[config.mk]
export PLATFORM = sky130hd
export DESIGN_NAME = mfu_seq_ctrl
export DESIGN_NICKNAME = d
export VERILOG_FILES = /design/src/rtl/mfu_seq_ctrl.sv
export SDC_FILE = /design/constraint.sdc
export NUM_CORES = 1
export LEC_CHECK = 0
export ABC_AREA = 1
export BUFFER_PORTS_ARGS = -buffer_cell sky130_fd_sc_hd__buf_2
export CAP_MARGIN = 20
export CORE_MARGIN = 2
export CORE_UTILIZATION = 51
export CTS_CLUSTER_DIAMETER = 120
export CTS_CLUSTER_SIZE = 40
export DETAILED_ROUTE_END_ITERATION = 8
export GPL_TIMING_DRIVEN = 0
export PLACE_DENSITY = 0.8
export SLEW_MARGIN = 10
export SYNTH_ARGS = -nofsm -noshare
export SYNTH_HDL_FRONTEND = slang
export SYNTH_SLANG_ARGS = --single-unit
[constraint.sdc]
create_clock -name clk -period 1.8 [get_ports clk]
set_input_delay 0.18 -clock clk [delete_from_list [all_inputs] [get_ports clk]]
set_output_delay 0.18 -clock clk [all_outputs]
set_load 0.01 [all_outputs]
[src/rtl/mfu_seq_ctrl.sv]
// Job sequencer for the combinational mfu: registers operand beats into the mfu and
// accumulates its 64-bit result as 4 unsigned 16-bit lanes. Optional macro: MFU_SEQ_SAT_EN.
module mfu_seq_ctrl #(
  parameter int LEN_W = 8,
  parameter int ACC_W = 24
) (
  input  logic               clk,
  input  logic               rst_n,
  input  logic               cfg_start,
  input  logic [2:0]         cfg_mode,
  input  logic [LEN_W-1:0]   cfg_len,
  output logic               cfg_err,
  output logic               busy,
  input  logic               in_valid,
  output logic               in_ready,
  input  logic [7:0]         in_a,
  input  logic [31:0]        in_w,
  output logic [7:0]         mfu_a,
  output logic [31:0]        mfu_w,
  output logic [2:0]         mfu_mode,
  input  logic [63:0]        mfu_o,
  output logic               out_valid,
  input  logic               out_ready,
`ifdef MFU_SEQ_SAT_EN
  output logic [4*ACC_W-1:0] out_acc,
  output logic               out_sat
`else
  output logic [4*ACC_W-1:0] out_acc
`endif
);

  typedef enum logic [1:0] {
    IDLE  = 2'b00,
    RUN   = 2'b01,
    FLUSH = 2'b10,
    DONE  = 2'b11
  } state_t;

  state_t                      state_r, next_state_s;
  logic [LEN_W-1:0]            cnt_r;
  logic                        stage_v_r;
  logic [3:0][ACC_W-1:0]       acc_r, acc_nxt_s;
  logic [7:0]                  mfu_a_r;
  logic [31:0]                 mfu_w_r;
  logic [2:0]                  mfu_mode_r;
  logic                        cfg_err_r, busy_r, in_ready_r, out_valid_r;
  logic [4*ACC_W-1:0]          out_acc_r;
  logic                        busy_nxt_s, in_ready_nxt_s, out_valid_nxt_s;
  logic                        start_ok_s, start_bad_s, hs_s;
`ifdef MFU_SEQ_SAT_EN
  logic                        sat_r, out_sat_r, sat_hit_s;
`endif

  assign start_ok_s  = (state_r == IDLE) && cfg_start && (cfg_mode <= 3'd4);
  assign start_bad_s = (state_r == IDLE) && cfg_start && (cfg_mode >  3'd4);
  // in_ready_r is high exactly in RUN, so this is the operand handshake
  assign hs_s        = in_valid && in_ready_r;

  // FSM state register
  always_ff @(posedge clk or negedge rst_n) begin
    if (!rst_n) begin
      state_r <= IDLE;
    end else begin
      state_r <= next_state_s;
    end
  end

  // FSM next-state logic
  always_comb begin
    next_state_s = state_r;
    case (state_r)
      IDLE: begin
        if (start_ok_s) begin
          next_state_s = (cfg_len == '0) ? DONE : RUN;
        end else begin
          next_state_s = IDLE;
        end
      end
      RUN: begin
        if (hs_s && (cnt_r == LEN_W'(1))) begin
          next_state_s = FLUSH;
        end else begin
          next_state_s = RUN;
        end
      end
      FLUSH:   next_state_s = DONE;
      DONE: begin
        if (out_ready) begin
          next_state_s = IDLE;
        end else begin
          next_state_s = DONE;
        end
      end
      default: next_state_s = IDLE;
    endcase
  end

  // FSM output decode, taken from the next state so the ports come straight off flops
  always_comb begin
    busy_nxt_s      = 1'b0;
    in_ready_nxt_s  = 1'b0;
    out_valid_nxt_s = 1'b0;
    case (next_state_s)
      IDLE:    busy_nxt_s = 1'b0;
      RUN: begin
        busy_nxt_s     = 1'b1;
        in_ready_nxt_s = 1'b1;
      end
      FLUSH:   busy_nxt_s = 1'b1;
      DONE: begin
        busy_nxt_s      = 1'b1;
        out_valid_nxt_s = 1'b1;
      end
      default: busy_nxt_s = 1'b0;
    endcase
  end

  // Lane accumulation of the staged mfu result; cleared on job start
  always_comb begin : acc_upd
`ifdef MFU_SEQ_SAT_EN
    logic [ACC_W:0] sum;
    sat_hit_s = 1'b0;
`else
    logic [ACC_W-1:0] sum;
`endif
    acc_nxt_s = acc_r;
    sum       = '0;
    for (int i = 0; i < 4; i++) begin
      if (start_ok_s) begin
        acc_nxt_s[i] = '0;
      end else if (stage_v_r) begin
`ifdef MFU_SEQ_SAT_EN
        sum = {1'b0, acc_r[i]} + (ACC_W+1)'(mfu_o[16*i +: 16]);
        if (sum[ACC_W]) begin
          acc_nxt_s[i] = '1;
          sat_hit_s    = 1'b1;
        end else begin
          acc_nxt_s[i] = sum[ACC_W-1:0];
        end
`else
        sum          = acc_r[i] + ACC_W'(mfu_o[16*i +: 16]);
        acc_nxt_s[i] = sum;
`endif
      end else begin
        acc_nxt_s[i] = acc_r[i];
      end
    end
  end

  // Datapath registers: beat capture, counter, stage valid, accumulators
  always_ff @(posedge clk or negedge rst_n) begin
    if (!rst_n) begin
      cnt_r      <= '0;
      stage_v_r  <= 1'b0;
      acc_r      <= '0;
      mfu_a_r    <= 8'h00;
      mfu_w_r    <= 32'h0000_0000;
      mfu_mode_r <= 3'b000;
    end else begin
      stage_v_r <= hs_s;
      acc_r     <= acc_nxt_s;
      if (start_ok_s) begin
        cnt_r      <= cfg_len;
        mfu_mode_r <= cfg_mode;
      end else if (hs_s) begin
        cnt_r   <= cnt_r - LEN_W'(1);
        mfu_a_r <= in_a;
        mfu_w_r <= in_w;
      end
    end
  end

  // Registered handshake/status outputs; out_acc only shows the sums while in DONE
  always_ff @(posedge clk or negedge rst_n) begin
    if (!rst_n) begin
      cfg_err_r   <= 1'b0;
      busy_r      <= 1'b0;
      in_ready_r  <= 1'b0;
      out_valid_r <= 1'b0;
      out_acc_r   <= '0;
    end else begin
      cfg_err_r   <= start_bad_s;
      busy_r      <= busy_nxt_s;
      in_ready_r  <= in_ready_nxt_s;
      out_valid_r <= out_valid_nxt_s;
      out_acc_r   <= out_valid_nxt_s ? acc_nxt_s : '0;
    end
  end

`ifdef MFU_SEQ_SAT_EN
  // Sticky saturation flag, reported alongside the result
  always_ff @(posedge clk or negedge rst_n) begin
    if (!rst_n) begin
      sat_r     <= 1'b0;
      out_sat_r <= 1'b0;
    end else begin
      if (start_ok_s) begin
        sat_r <= 1'b0;
      end else if (sat_hit_s) begin
        sat_r <= 1'b1;
      end
      out_sat_r <= out_valid_nxt_s && (sat_r || sat_hit_s) && !start_ok_s;
    end
  end

  assign out_sat = out_sat_r;
`endif

  assign cfg_err   = cfg_err_r;
  assign busy      = busy_r;
  assign in_ready  = in_ready_r;
  assign mfu_a     = mfu_a_r;
  assign mfu_w     = mfu_w_r;
  assign mfu_mode  = mfu_mode_r;
  assign out_valid = out_valid_r;
  assign out_acc   = out_acc_r;

endmodule

# Word-level counts from Yosys, hierarchy flattened
# Index checks and enable logic that the tools add are counted.
# word_totals
register_bits	250
elab_cells	60
# classes
bitwise_logic	1
n_eq_ne	7
n_addsub	5
mux	19
n_reduce_logical	11
n_lt_le_gt_ge	2
# op_table
operator	n
$mux 24	8
$add 24x16->24	4
$mux 96	1
$mux 8	2
$eq 2x2->1 const B	4
$eq 8x1->1 const B	1
$logic_not 8->1	1
$mux 2	4
$pmux 2 s4	1
$sub 8x1->8 const B	1
$logic_and 1x1->1	5
$eq 2x1->1 const B	2
$logic_not 2->1	2
$gt 3x3->1 const B	1
$le 3x3->1 const B	1
$reduce_or 3->1	1
$mux 1	2
$pmux 1 s2	1
$reduce_and 2->1	1
$reduce_bool 2->1	1
$not 1->1	1

# Longest topological paths before layout
# Gate-level depths: netlist of the first run.
# depth
word_depth	8
depth_mapped	14
ltp_nobuf	14

# Worst setup path before layout of the first run
# OpenSTA, ideal clock, no wires.
# synth_path
path_kind	register -> register
from	register acc_r[72] in the netlist's numbering
to	register out_acc_r[92], in the netlist out_acc[92]
stages_incl_launch_ff	15
arrival_ns	1.753
path_buffers	0
required_time_ns	1.727
slack_ns	-0.026
path_cell_list	dfrtp_1 ha_1 inv_1 fa_1 inv_1 nand3_1 nand3_1 nand2_1 nand2_1 nand2_1 nand2_1 nand2_1 nand2_1 nand3_1 nor2_1
# synth_via
elab_chain_len	4
# synth_rtl
item	line_no	text
from (decl)	42	logic [3:0][ACC_W-1:0] acc_r, acc_nxt_s;
from (signal assigned)	161	acc_r <= acc_nxt_s;
$add 24x16->24	141	sum = acc_r[i] + ACC_W'(mfu_o[16*i +: 16]);
$mux 24	131	end else if (stage_v_r) begin
$mux 24	129	if (start_ok_s) begin
$mux 96	186	out_acc_r <= out_valid_nxt_s ? acc_nxt_s : '0;
to (signal assigned)	186	
to (decl)	47	logic [4*ACC_W-1:0] out_acc_r;
# Every way passes these cells.
# A chain may end at the register's enable or synchronous reset.

==> results of run 1 <==
==> per-stage QoR <==
step | instance area (sq um) | utilization | setup TNS (ns)
after floorplan | 14200 | - | 0
after global placement | 16000 | 0.580 | -989.59
after detailed placement | 16100 | 0.583 | -57.73
after CTS | 19100 | 0.695 | -9.50
after global routing | 21300 | 0.773 | -20.20
final | 21300 | 0.773 | -9.18
==> flip-flops by register name, summed over array words and instances (netlist names) <==
register	cells
mfu_a	8
cfg_err	1
in_ready	1
cnt_r	8
out_valid	1
acc_r	96
out_acc	96
busy	1
stage_v_r	1
mfu_w	32
mfu_mode	3
state_r	2
==> cell usage in the layout, fill, tap and decap left out, drive strengths merged <==
master	netlist	routed
nand3	165	165
ha	66	66
a31oi	1	1
dfrtp	250	250
xor2	23	23
o311ai	1	1
nand2	628	628
and2	8	8
nor4	10	10
o211ai	10	10
fa	4	4
or2	6	6
nor2	286	286
nand4	8	8
buf	30	390
xnor2	9	9
o221ai	3	3
dlygate4sd3	0	52
nand3b	4	4
and3	1	1
o21bai	6	6
clkbuf	19	34
a21oi	58	58
diode	0	1
nor3	31	31
inv	306	309
o21ai	47	47
==> worst reg2reg max path, cell delays in order, from the launching register on <==
cell	delay [ns]
dfrtp_1	0.44
ha_4	0.26
nand2_1	0.17
nand2_1	0.09
nand2_1	0.07
nand2_1	0.04
nand2_1	0.11
nand3_4	0.11
buf_6	0.14
a21oi_2	0.13
o21ai_1	0.13
nand2_1	0.16
inv_1	0.07
==> synth_stat cells (9+ instances only) <==
library cell	n
nand2_1	626
inv_1	302
nor2_1	286
dfrtp_1	250
nand3_1	164
ha_1	66
a21oi_1	58
o21ai_0	46
nor3_1	30
xor2_1	23
clkbuf_1	19
buf_2	14
buf_1	12
nor4_1	10
o211ai_1	10
xnor2_1	9
==> path summary, 6_finish.rpt <==
path	depth (start not counted)	to	slack (ns)
worst max-delay path	12	acc_r[10]	-0.22
worst min-delay path	3	cnt_r[4]	0.02
worst max register to register	12	acc_r[10]	-0.22
worst min register to register	2	mfu_w[6]	0.49
max in group asynchronous	3	out_acc[92]	0.75
min in group asynchronous	2	acc_r[31]	0.16
==> repair_timing <==
action / CTS / global route
gates resized for setup: 379 / 527
cloned: 6 / 2
hold buffers: 52 / 0
endpoints found under the setup margin: 236 / 230
buffers inserted: 47 / 58
hold endpoints to repair: 101 / 0
pin swaps: 95 / 218
==> power breakdown <==
| group | switching, uW | internal, uW |
|---|---|---|
| Sequential | 1470 | 7230 |
| Clock | 1840 | 1160 |
| Combinational | 13500 | 8710 |
| Total | 16800 | 17100 |
==> per-layer routing <==
metal	global-route usage	vias up	part of all wire
li1	-	6963	-
met1	0.381	7384	0.37
met2	0.568	852	0.49
met3	0.0659	238	0.086
met4	0.110	8	0.060
met5	0	-	0.00091
==> cell type report <==
type	count	area (sq um)
clock inverter	3	33.8
antenna	1	2.50
inverter	306	1160
timing repair buffer	418	2900
buffer	47	355
multi-input combinational	1375	9840
fill	1751	6260
clock buffer	11	275
sequential	250	6260
tap	378	473
==> logic make-up (layout without fill, tap and decap cells) <==
kind of cell               after synthesis  in the layout  share of synthesized area
and+or+nand+nor                       1147           1147                      0.329
buffers and inverters                  355            785                     0.0969
DFF                                    250            250                      0.441
AOI/OAI and AO/OA                      126            126                     0.0489
adders and majority gates               70             70                     0.0639
xor gates and xnor gates                32             32                     0.0198
other                                    0              1                          0
==> results.toml, run 1 <==
[worst_setup_path]
endpoint_kind = "flop"
cp.required_ns = 2.20
critPathArrivalTime_ns = 2.42
start_kind = "flop"
critPathMaxStageDelay_ns = 0.44
crit_type = "flop to flop"
slowest_stage = "dfrtp_1"
cp_num_buf_inv = 2
cp_max_fo = 5
crit_family = "simple AND/OR/NAND/NOR gates"
critPathLaunch = "acc_r[3]"
cp_cell_sequence = "ha_4 > nand2_1 > nand2_1 > nand2_1 > nand2_1 > nand2_1 > nand3_4 > buf_6 > a21oi_2 > o21ai_1 > nand2_1 > inv_1"
cp_common_cell = "nand2_1"
rr_startpoint = "acc_r[3]"

[synthesis]
yosysSeqAreaShare = 0.441
synth_nets = 2170
synth_ff_type = "dfrtp_1"
synth_area_leader_cell = "dfrtp_1"
synth_cells = 1980
yosysWarnings = 0
synthArstFlopShare = 1.00
avgSynthCellArea_sq_um = 7.16
ys_seq_elements = 250
ys_types = 33
ys_top_cells_by_area = "dfrtp_1 (44%), nand2_1 (17%), inv_1 (8.0%)"
synth_edf_count = 0
syn_area_sq_um = 14200
synth.top_cell.area_share = 0.441

[detailed_routing]
avgRoutedWirePerCell_um = 18.9
routed_wl_um = 52800
vias_per_cell = 5.54
ant_nets = 0
drc = 0
drt_iter0_drc = 1278
vias = 15400
firstDrtPassIters = 6

[sta]
relSlewSlack = 0.489
worst_slack_ns = -0.222
report.final.hold_viol_count = 0
setup_viol = 134
whs_ns = 0.0156
rsz0062_at_grt = "true"
worstMarginPinSlew_ns = 0.767
fin_crit_sh = 1.12
timing.final.crit_period_ns = 2.02
skew_ns = 0.0263
drv_slew = 0
fmax_mhz = 495

[placed_design]
io_buffers = 262
gp_congestion = 0.961
dp_hpwl_um = 31800
dp.cells = 2622
dp_slack_ns = -0.674

[floorplan]
die_h_um = 171
io_pins = 263
initial_core_util = 0.514
fp.coreArea_sq_um = 27600
rows = 61
die_area_sq_um = 29100
die_w_um = 171

[clock_network]
clk_latency_ns = 0.51
cts.sinks = 250
cts_buffers = 10
cts_max_path_buffers = 3
htreeDepth = 1
path_clk_slew_ns = 0.14
cts_root_buf = "clkbuf_16"
cts_tree = "yes"

[power_and_ir_drop]
finalPower_uw = 33900
p_leak_uw = 0.0111
ir_drop_mv = 1.06
pwr_density_cell_nw_per_um2 = 1590

[run_status]
violations = "negative setup slack"
status = "finished, violations left"

[min_path]
hold_path_class = "input port to flop"
hold_path_startpoint = "cfg_len[4]"

[cells_and_area]
syn_to_final_growth_pct = 50.3
stdcell_count = 2789
layout-drive-gt1-share = 0.429
fin_nets = 2598

[grt]
grt_pass1_wl_um = 72900
grt_max_degree = 116
antenna_found_initial = 5
grt_pass1_vias = 14600
track_usage = 0.318
grt_overflow = 0

[flow_run]
maxCapViolCount = 0
(Power assumes the default switching activity.)
==> run 2: changes to the inputs <==
==> constraint.sdc (replaced) <==
create_clock -name clk -period 1.8 [get_ports clk]
set_input_delay 0 -clock clk [delete_from_list [all_inputs] [get_ports clk]]
set_output_delay 0 -clock clk [all_outputs]
set_load 0.01 [all_outputs]
==> run 2 against run 1 <==
Net effect:
- the run still ends with negative setup slack left
- critical path depth stayed put
- hold slack better by 0.041 ns
- clock skew is 0.010 ns lower
- worst setup slack better by 0.047 ns
- register-to-register slack better by 0.05 ns
- clock power hardly changed
- critical path type unchanged
- highest routed layer unchanged
==> results.toml, run 2 (same netlist as run 1, synthesis figures left out) <==
[floorplan]
fp.coreArea_sq_um = 27600
initial_core_util = 0.514
rows = 61
die_area_sq_um = 29100
die_h_um = 171
io_pins = 263
die_w_um = 171

[worst_setup_path]
crit_family = "adder cells"
critPathArrivalTime_ns = 2.42
cp_max_fo = 4
cp_cell_sequence = "ha_2 > inv_2 > fa_2 > inv_2 > nand3_2 > nand3_4 > nand2_4 > nand2_4 > buf_6 > xor2_2 > o21ai_2 > nor2_1"
slowest_stage = "dfrtp_1"
rrSetupSlack_ns = -0.17
rr_startpoint = "acc_r[0]"
cp_num_buf_inv = 3
cp.required_ns = 2.24
crit_type = "flop to flop"
endpoint_kind = "flop"
critPathMaxStageDelay_ns = 0.38
critPathLaunch = "acc_r[0]"
start_kind = "flop"

[grt]
grt_pass1_wl_um = 73100
grt_max_degree = 116
grt_overflow = 0
antenna_found_initial = 6
track_usage = 0.319
grt_pass1_vias = 14700

[power_and_ir_drop]
p_leak_uw = 0.0111
finalPower_uw = 33900
comb_power_share = 0.655
intPower_uw = 17100
ir_drop_mv = 0.976
power_frac_clock = 0.088
pwr_density_cell_nw_per_um2 = 1580
p_sw_frac = 0.495
sequentialPowerShare = 0.256
switchingPower_uw = 16800

[sta]
fmax_mhz = 506
rsz0062_at_grt = "true"
report.final.hold_viol_count = 0
drv_slew = 0
relSlewSlack = 0.470
setup_viol = 134
skew_ns = 0.0159
timing.final.crit_period_ns = 1.97
worstMarginPinSlew_ns = 0.796
worst_slack_ns = -0.175
fin_crit_sh = 1.10

[min_path]
hold_path_startpoint = "mfu_o[15]"
hold_path_class = "input port to flop"

[placed_design]
dp_hpwl_um = 31800
gp_congestion = 0.961
dp_slack_ns = -0.674
io_buffers = 262
dp.cells = 2622

[cells_and_area]
stdcell_count = 2798
fin_nets = 2606
layout_common_cells = "nand2_1 (433), buf_2 (275), dfrtp_1 (250)"
final_common_cell = "nand2_1"
layout-drive-gt1-share = 0.431
syn_to_final_growth_pct = 51.1
fin_util = 0.777

[clock_network]
cts.sinks = 250
htreeDepth = 1
cts_buffers = 10
cts_tree = "yes"
cts_max_path_buffers = 3
path_clk_slew_ns = 0.14
cts_root_buf = "clkbuf_16"
clk_latency_ns = 0.50

[detailed_routing]
avgRoutedWirePerCell_um = 18.7
ant_nets = 0
drt_iter0_drc = 1194
vias = 15400
vias_per_cell = 5.51
drc = 0
firstDrtPassIters = 6
routed_wl_um = 52200

[run_status]
status = "finished, violations left"
violations = "negative setup slack"

[flow_run]
maxCapViolCount = 0
run 2: area by class of cell:
type | count | area (sq um)
fillers | 1739 | 6150
flip-flops and latches | 250 | 6260
multi-input cells | 1375 | 9860
well taps | 378 | 473
repair buffers | 426 | 2980
plain buffers | 47 | 357
clock buffers | 11 | 275
diodes | 2 | 5.00
clock inverters | 3 | 33.8
inverters | 306 | 1160
run 2: path summary, 6_finish.rpt:
path                                to  depth (start not counted)
min                          acc_r[15]                          7
max in group asynchronous    acc_r[73]                          4
max                         out_acc[8]                         12
min in group asynchronous    acc_r[30]                          3
max reg2reg                 out_acc[8]                         12
min reg2reg                mfu_mode[0]                          2
run 2: power by group through the flow:
stage / sequential [uW] / combinational [uW] / clock, uW
final: 8690 / 22200 / 2990
after global routing: 8840 / 23800 / 3210
after CTS: 8510 / 16500 / 3020
after detailed placement: 8310 / 13100 / 0
after global placement: 8280 / 12700 / 0
after floorplan: 8370 / 9370 / 0
run 2: worst reg2reg max path, delay by kind of cell (launching register included):
| family | cells | cell delay, ns |
|---|---|---|
| fa+ha+maj | 2 | 0.56 |
| simple gates | 5 | 0.50 |
| flops | 1 | 0.38 |
| buf+inv | 3 | 0.25 |
| xor+xnor | 1 | 0.15 |
| compound gates | 1 | 0.08 |
run 2: timing repair:
action / in CTS / in global routing
setup buffers: 47 / 57
pin swaps: 95 / 230
gates resized for setup: 379 / 541
hold endpoints to repair: 310 / 0
hold buffers: 61 / 0
endpoints found under the setup margin: 236 / 230
cloned: 6 / 2
run 2: per-layer routing:
metal | up-vias | track usage | part of all wire
li1 | 6989 | - | -
met1 | 7374 | 0.384 | 0.36
met2 | 820 | 0.562 | 0.49
met3 | 228 | 0.0675 | 0.089
met4 | 8 | 0.120 | 0.055
met5 | - | 0 | 0.00092
run 2: stage by stage:
stage | TNS, ns | instance area [sq um] | hold slack [ns]
after floorplan | 0 | 14200 | -0.296
after detailed placement | -57.73 | 16100 | -0.0612
final | -9.11 | 21400 | 0.0566
after CTS | -9.50 | 19200 | 0.0216
after global placement | -944.59 | 16000 | 0.192
after global routing | -19.93 | 21400 | 0.0646
